<file path="src/rtl/cla_pkg.sv">
// Shared FSM encoding and default geometry for the time-shared carry-lookahead adder.
package cla_pkg;

    localparam int CLA_N = 64;
    localparam int CLA_W = 16;
    localparam int CLA_K = CLA_N / CLA_W;

    typedef enum logic [1:0] {
        IDLE,
        RUN,
        DONE
    } state_t;

endpackage

</file>
<file path="src/rtl/cla_slice.sv">
// Combinational W-bit carry-lookahead slice; each internal carry is a flat
// sum of products of lower generate/propagate terms rather than a ripple chain.
module cla_slice #(
    parameter int W = 16
) (
    input  logic [W-1:0] a,
    input  logic [W-1:0] b,
    input  logic         cin,
    output logic [W-1:0] sum,
    output logic         cout,
    output logic         c_msb
);

    logic [W-1:0] p;
    logic [W-1:0] g;
    logic [W:0]   c;

    assign p = a ^ b;
    assign g = a & b;

    always_comb begin
        logic acc;
        logic prod;
        // NOTE: every variable written here gets a value before any branch or
        // loop so no path leaves it unassigned, which would infer a latch.
        c    = '0;
        acc  = 1'b0;
        prod = 1'b0;
        c[0] = cin;
        for (int i = 0; i < W; i++) begin
            // NOTE: blocking assignments are required here; acc and prod are
            // built up term by term within one evaluation of the loop.
            acc  = g[i];
            prod = p[i];
            for (int j = i - 1; j >= 0; j--) begin
                acc  = acc | (prod & g[j]);
                prod = prod & p[j];
            end
            c[i+1] = acc | (prod & cin);
        end
    end

    assign sum   = p ^ c[W-1:0];
    assign cout  = c[W];
    assign c_msb = c[W-1];

endmodule

</file>
<file path="src/rtl/cla_seq_ctrl.sv">
// Sequential N-bit add/subtract: one W-bit CLA slice is reused over K = N/W
// cycles, LSB chunk first, with the inter-chunk carry held in a register.
module cla_seq_ctrl
    import cla_pkg::*;
#(
    parameter int N = CLA_N,
    parameter int W = CLA_W
) (
    input  logic         clk,
    input  logic         rst_n,
    input  logic         in_valid,
    output logic         in_ready,
    input  logic [N-1:0] in_a,
    input  logic [N-1:0] in_b,
    input  logic         in_sub,
    input  logic         in_cin,
    output logic         out_valid,
    input  logic         out_ready,
    output logic [N-1:0] out_sum,
    output logic         out_cout,
    output logic         out_ovf,
    output logic         busy
);

    localparam int            K      = N / W;
    localparam int            KW     = $clog2(K);
    localparam logic [KW-1:0] K_LAST = KW'(K - 1);

    state_t        state;
    logic [N-1:0]  a_reg;
    logic [N-1:0]  b_reg;
    logic          carry;
    logic [KW-1:0] k;
    int            chunk_lsb;

    logic [W-1:0]  slice_sum;
    logic          slice_cout;
    logic          slice_c_msb;

    assign chunk_lsb = int'(k) * W;

    cla_slice #(
        .W(W)
    ) u_slice (
        .a     (a_reg[chunk_lsb +: W]),
        .b     (b_reg[chunk_lsb +: W]),
        .cin   (carry),
        .sum   (slice_sum),
        .cout  (slice_cout),
        .c_msb (slice_c_msb)
    );

    // Subtraction is a + ~b + 1: the inversion happens on capture and the +1
    // rides in on the carry register, so the datapath only ever adds.
    always_ff @(posedge clk or negedge rst_n) begin
        if (!rst_n) begin
            state     <= IDLE;
            a_reg     <= '0;
            b_reg     <= '0;
            carry     <= 1'b0;
            k         <= '0;
            out_sum   <= '0;
            out_cout  <= 1'b0;
            out_ovf   <= 1'b0;
            out_valid <= 1'b0;
            busy      <= 1'b0;
            in_ready  <= 1'b1;
        end else begin
            // NOTE: non-blocking assignments keep every register sampling the
            // pre-edge values, so statement order inside this block is irrelevant.
            unique case (state)
                IDLE: begin
                    if (in_valid && in_ready) begin
                        a_reg    <= in_a;
                        b_reg    <= in_sub ? ~in_b : in_b;
                        carry    <= in_sub | in_cin;
                        k        <= '0;
                        state    <= RUN;
                        in_ready <= 1'b0;
                        busy     <= 1'b1;
                    end
                end
                RUN: begin
                    out_sum[chunk_lsb +: W] <= slice_sum;
                    carry                   <= slice_cout;
                    if (k == K_LAST) begin
                        // The slice MSB is bit N-1 only on the last chunk.
                        out_cout  <= slice_cout;
                        out_ovf   <= slice_cout ^ slice_c_msb;
                        out_valid <= 1'b1;
                        state     <= DONE;
                    end else begin
                        k <= k + 1'b1;
                    end
                end
                DONE: begin
                    if (out_ready) begin
                        out_valid <= 1'b0;
                        busy      <= 1'b0;
                        in_ready  <= 1'b1;
                        state     <= IDLE;
                    end
                end
                default: begin
                    state <= IDLE;
                end
            endcase
        end
    end

endmodule

</file>
<file path="config.mk">
export PLATFORM = sky130hd
export DESIGN_NAME = cla_seq_ctrl
export DESIGN_NICKNAME = d
export VERILOG_FILES = /design/src/rtl/cla_pkg.sv /design/src/rtl/cla_slice.sv /design/src/rtl/cla_seq_ctrl.sv
export SDC_FILE = /design/constraint.sdc
export NUM_CORES = 1
export LEC_CHECK = 0
export BUFFER_PORTS_ARGS = -buffer_cell sky130_fd_sc_hd__buf_2
export CORE_MARGIN = 2
export CORE_UTILIZATION = 42
export DETAILED_ROUTE_END_ITERATION = 6
export GPL_ROUTABILITY_DRIVEN = 0
export HOLD_SLACK_MARGIN = 0.05
export PLACE_DENSITY = 0.75
export SETUP_SLACK_MARGIN = 0.15
export SLEW_MARGIN = 20
export SYNTH_ARGS = -nofsm -noshare
export SYNTH_HDL_FRONTEND = slang
export SYNTH_HIERARCHICAL = 1
export SYNTH_SLANG_ARGS = --single-unit
</file>
<file path="constraint.sdc">
create_clock -name clk -period 2.94 [get_ports clk]
set_input_delay 0.588 -clock clk [delete_from_list [all_inputs] [get_ports clk]]
set_output_delay 0.588 -clock clk [all_outputs]
set_load 0.02 [all_outputs]
</file>
==> results of run 1 <==
-- worst max-delay path, stage by stage, from the launching register on --
cell	delay [ps]
dfrtp_2	420
buf_12	150
mux4_2	540
ha_4	270
a21o_1	200
a221oi_2	310
nor2_2	110
or4_1	410
o211ai_1	200
buf_4	160
nand2_1	50
o21ai_1	120
-- cell type report --
| type | instances | area, um^2 | share of cell area (%) |
|---|---|---|---|
| Clock buffer | 32 | 649 | 5.16 |
| Timing Repair Buffer | 267 | 1640 | 13.1 |
| Tap cell | 285 | 357 | 2.83 |
| Multi-Input combinational cell | 549 | 4720 | 37.5 |
| Sequential cell | 202 | 5060 | 40.2 |
| Clock inverter | 8 | 96.3 | 0.766 |
| Antenna cell | 3 | 7.51 | 0.0597 |
| Inverter | 12 | 45.0 | 0.358 |
-- synth_stat cells, drive strengths merged, types with 3 or more instances --
library cell,count
and3,4
clkbuf,14
buf,38
mux4,32
dfrtp,201
nor3,3
inv,12
mux2,66
nor2,76
a21oi,71
xor2,3
nand3b,4
xnor2,72
nand3,4
o21ai,39
nand2,77
a22o,32
ha,23
a21o,8
nor4b,3
-- path summary, 6_finish.rpt --
kind / from / to / slack [ps] / depth (start not counted)
max reg2reg: k[0] / out_sum[45] / -80 / 11
min reg2reg: out_sum[39] / out_sum[39] / 470 / 2
min in group clk: out_ready / state[1] / 300 / 2
max: k[0] / out_sum[45] / -80 / 11
min: rst_n / a_reg[44] / 120 / 1
max in group asynchronous: rst_n / in_ready / 2060 / 2
-- power by group through the flow --
stage / clock network [uW] / registers [uW] / logic, uW
after floorplan: 0 / 5050 / 5890
after global routing: 2990 / 4980 / 12500
after global placement: 0 / 4830 / 9610
after detailed placement: 0 / 4880 / 9840
after CTS: 2870 / 4840 / 10600
final: 2820 / 4840 / 11600
-- cell families (layout without fill, tap and decap cells) --
logic type	count (synthesis)	count (layout)
compound gates	167	167
mux	98	98
fa+ha+maj	24	24
other cells	0	3
simple gates	185	185
buf+inv	64	319
xor+xnor	75	75
flops	202	202
-- cell usage in the layout, fill, tap and decap left out, drive strengths merged, types with 3 or more instances in the layout --
master  count
xor2        3
mux2       66
nand3b      4
nand2      77
nor3        3
a22o       32
and3        4
ha         23
nor2       76
nor4b       3
diode       3
inv        13
buf       266
dfrtp     201
a21o        8
xnor2      72
clkbuf     33
a21oi      71
mux4       32
clkinv      4
o21ai      39
nand3       4
-- metal layers --
layer	global-route usage (%)	wire length (um)
met4	6.29	742
met5	0	0
met2	31.7	11700
met1	28.5	10800
met3	3.02	1450
-- timing repair --
action / in CTS / in global routing
gates resized for setup: 21 / 47
setup buffers: 6 / 6
setup endpoints to repair: 47 / 55
pin swaps: 6 / 17
-- metrics by stage --
step	setup TNS [ps]	area [um^2]	power [uW]	cells
after detailed placement	-426	11400	14700	1303
after CTS	-304	12300	18300	1349
after floorplan	-261	9870	10900	815
after global routing	-2980	12600	20400	1358
after global placement	-2.19	11400	14400	1303
final	-255	12600	19200	1358
==> impl_metrics.json, run 1 <==
{
  "drc_errors": 0,
  "synth_compound_area_share_pct": 10.7,
  "core-area_um2": 22700,
  "layout_setup_ws_ps": -80.9,
  "cp-end-kind": "flip-flop",
  "grt_max_degree": 155,
  "clkPwrFrac_pct": 14.7,
  "finClkSkew_ps": 8.32,
  "whs_ps": 117,
  "dieArea_um2": 24400,
  "pre_cts_slack_ps": -87.3,
  "core.rowCount": 55,
  "cp.arrival_ps": 3450,
  "wl_per_cell_um": 18.2,
  "synth-edff-count": 0,
  "synth_top_family_by_area": "multiplexers",
  "setup_viol": 8,
  "synthToLayoutAreaGrowth_pct": 29.2,
  "clkLatencyLatePin_ps": 500,
  "layout.nets": 1212,
  "synthXorXnorAreaFrac_pct": 6.75,
  "grt_first_pass_wirelength_mm": 38.3,
  "syn-instance-count": 815,
  "grt_usage_pct": 20.0,
  "htreeDepth": 1,
  "num_vias": 7076,
  "clock_sinks": 202,
  "clockRootBuffer": "clkbuf_16",
  "synthesis.area_um2": 9740,
  "period_needed_ps": 3020,
  "fillers": 1893,
  "utilization_pct": 55.4,
  "wl_mm": 24.7,
  "vias_per_cell": 5.21,
  "synth.distinct_cells": 55,
  "cts_hold_buf": 0,
  "synthTopCellsByArea": "dfrtp_1 52%, mux2_2 7.5%, mux4_2 7.4%",
  "synth_fp_nets": 973,
  "crit_path_start_kind": "flip-flop",
  "worst-path-max-fanout": 8,
  "cts_tree": "done",
  "initial_utilization_pct": 42.9,
  "synthMuxAreaShare_pct": 15.0,
  "cp.required_ps": 3370,
  "dieWidth_um": 156,
  "drive_gt1_share_pct": 43.1,
  "antenna_found_initial": 3,
  "rsz0062_at_grt": "yes",
  "ys.flop_type": "dfrtp_1",
  "async_flop_share_pct": 100,
  "yosys.area_share.simple_pct": 8.93,
  "synth.largest_area_cell": "dfrtp_1",
  "cts_inserted_buffers": 22,
  "first_iter_violations": 456,
  "violations": "negative setup slack",
  "hold_violations": 0,
  "path_clk_slew_ps": 60,
  "die_height_um": 156,
  "slew_violations": 0,
  "hold_path_class": "in2async",
  "ys_warn_count": 6,
  "cap_violations": 0,
  "setup.worst_path.class": "reg2reg",
  "antenna_left": 0,
  "syn_area_per_cell_um2": 11.9,
  "min_period_over_period_pct": 103,
  "intPower_uw": 11400,
  "slew_headroom_pct": 53.7,
  "leakage_uw": 0.00584,
  "clockBufferDepth": 3,
  "fmax_ghz": 0.331,
  "io-pin-count": 203,
  "synth_seq_cells": 202,
  "dr.pass1.iters": 5,
  "status": "finished, violations left",
  "power.share.combinational_pct": 60.2,
  "port-buffer-count": 202,
  "swShare_pct": 40.7,
  "seqPwrFrac_pct": 25.2,
  "dp_hpwl_mm": 18.0,
  "grt_pass1_vias": 6923,
  "power_density_nw_per_um2": 1530,
  "worstMarginPinSlew_ps": 694,
  "overflow": 0,
  "synthAdderAreaFrac_pct": 3.16,
  "netlist.area_leader.share_pct": 51.7,
  "p_sw_uw": 7820,
  "ir_drop_v": 0.000862,
  "ys_seq_area_share_pct": 51.9
}
Note: power is estimated with default switching activity, not from simulation.
==> run 2: changes to the inputs <==
--- a/config.mk
+++ b/config.mk
@@ -6,7 +6,8 @@
 export NUM_CORES = 1
 export LEC_CHECK = 0
 export BUFFER_PORTS_ARGS = -buffer_cell sky130_fd_sc_hd__buf_2
-export CORE_MARGIN = 2
+export CORE_ASPECT_RATIO = 2
+export CORE_MARGIN = 1.5
 export CORE_UTILIZATION = 42
 export DETAILED_ROUTE_END_ITERATION = 6
 export GPL_ROUTABILITY_DRIVEN = 0
==> run 2 against run 1 <==
Compared with the run above:
- the run still ends with negative setup slack left
- register-to-register slack got worse by 30 ps
- utilization fell by 1.4 points
- wire length rose by 1.3%
- non-clock buffer count fell by 2
- global-route usage rose by 1.0 points
- final cell count fell by 1.3%
- clock power fell by 11%
- power fell by 6.9%
- clock-buffer cell count fell by 5
- sequential power barely moved
- setup slack got worse by 27 ps
- critical path type unchanged
- sequential share of layout area rose by 1.0 points
==> impl_metrics.json, run 2 (same netlist as run 1, synthesis figures left out) <==
{
  "fillers": 1977,
  "slew_violations": 0,
  "antenna_left": 0,
  "min_period_over_period_pct": 104,
  "cts_tree": "done",
  "drc_errors": 0,
  "crit_end": "out_cout",
  "cp.arrival_ps": 3430,
  "dr.pass1.iters": 4,
  "violations": "negative setup slack",
  "die_height_um": 218,
  "crit_start": "k[0]",
  "dieArea_um2": 24200,
  "timing.rr.start": "k[0]",
  "grt_pass1_vias": 7414,
  "core-area_um2": 22700,
  "r2r_cells": 9,
  "num_vias": 7069,
  "stdcell_count": 1341,
  "path_clk_slew_ps": 70,
  "port-buffer-count": 202,
  "clockBufferDepth": 3,
  "first_iter_violations": 425,
  "hold_path_class": "in2async",
  "grt_usage_pct": 21.0,
  "synthToLayoutAreaGrowth_pct": 26.0,
  "setup.worst_path.class": "reg2reg",
  "wl_mm": 25.0,
  "power_density_nw_per_um2": 1460,
  "r2r-end": "out_cout",
  "worst-path-max-fanout": 9,
  "clock_sinks": 202,
  "whs_ps": 118,
  "layout_setup_ws_ps": -108,
  "dp_hpwl_mm": 18.6,
  "worstMarginPinSlew_ps": 711,
  "vias_per_cell": 5.27,
  "layout_common_cells": "200 x buf_2, 199 x dfrtp_1, 77 x nand2_1",
  "clockRootBuffer": "clkbuf_16",
  "wl_per_cell_um": 18.6,
  "rsz0062_at_grt": "yes",
  "grt_first_pass_wirelength_mm": 39.7,
  "overflow": 0,
  "cp.required_ps": 3330,
  "antenna_found_initial": 0,
  "fin_area_um2": 12300,
  "period_needed_ps": 3050,
  "cts_inserted_buffers": 19,
  "ff2ff_setup_slack_ps": -110,
  "drive_gt1_share_pct": 40.7,
  "post_dp_cell_area_um2": 11400,
  "utilization_pct": 54.0,
  "pre_cts_slack_ps": -109,
  "hold_violations": 0,
  "dieWidth_um": 111,
  "cap_violations": 0,
  "layout.nets": 1207,
  "io-pin-count": 203,
  "ir_drop_v": 0.000799,
  "fmax_ghz": 0.328,
  "slew_headroom_pct": 52.5,
  "htreeDepth": 1,
  "status": "finished, violations left",
  "setup_viol": 18,
  "antenna_cells": 0,
  "leakage_uw": 0.00573,
  "cts_hold_buf": 0,
  "clkLatencyLatePin_ps": 500,
  "initial_utilization_pct": 42.8,
  "core.rowCount": 78,
  "finClkSkew_ps": 11.3,
  "cp-end-kind": "flip-flop",
  "crit_path_start_kind": "flip-flop",
  "final_common_cell": "buf_2",
  "grt_max_degree": 84,
  "dp.cells": 1297
}
==> run 2: area by class of cell <==
cell class	count	area [um^2]	share of cell area (%)
sequential	202	5060	41.3
multi-input combinational	549	4570	37.2
timing repair buffer	265	1620	13.2
clock buffer	27	536	4.37
tap	280	350	2.86
clock inverter	6	88.8	0.724
inverter	12	45.0	0.367
==> run 2: stage by stage <==
stage / setup TNS (ps) / total power (uW)
floorplan: -261 / 10900
global placement: -103 / 14000
detailed placement: -897 / 14300
CTS: -585 / 17700
global route: -4390 / 19100
finish: -687 / 17900
==> run 2: worst min path at each step <==
stage,start,end,slack (ps),depth (start not counted)
floorplan,rst_n,a_reg[0],290,0
global placement,out_sum[36],out_sum[36],460,2
detailed placement,out_sum[42],out_sum[42],470,2
CTS,rst_n,a_reg[46],160,1
global route,rst_n,a_reg[46],190,1
finish,rst_n,a_reg[46],120,1
==> run 2: power by group <==
part           internal (uW)  switching (uW)  total [uW]
sequential              4060             812        4870
combinational           5090            5420       10500
clock                   1450            1070        2520
==> run 2: critical path: stages, from the launching register on <==
cell and delay, ps:
dfrtp_2 420, buf_4 230, mux4_2 540, ha_1 330, a211o_1 340, nand3_4 140
a21oi_2 80, o31a_1 330, or2_1 270, mux2_2 260
==> run 2: what timing repair did <==
| item | in CTS | in global routing |
|---|---|---|
| resized for setup | 14 | 12 |
| pin swaps | 10 | 7 |
| setup endpoints to repair | 49 | 57 |
| gates cloned | 1 | 0 |
| buffers inserted | 10 | 0 |
==> run 2: routing by layer <==
metal / vias up / wire length (um) / part of all wire [%] / global-route usage [%]
li1: 3336 / - / - / -
met2: 202 / 14000 / 56 / 39.9
met4: 0 / 1150 / 4.6 / 10.9
met5: - / 0 / 0 / 0
met3: 54 / 829 / 3.3 / 2.08
met1: 3477 / 9070 / 36 / 22.9
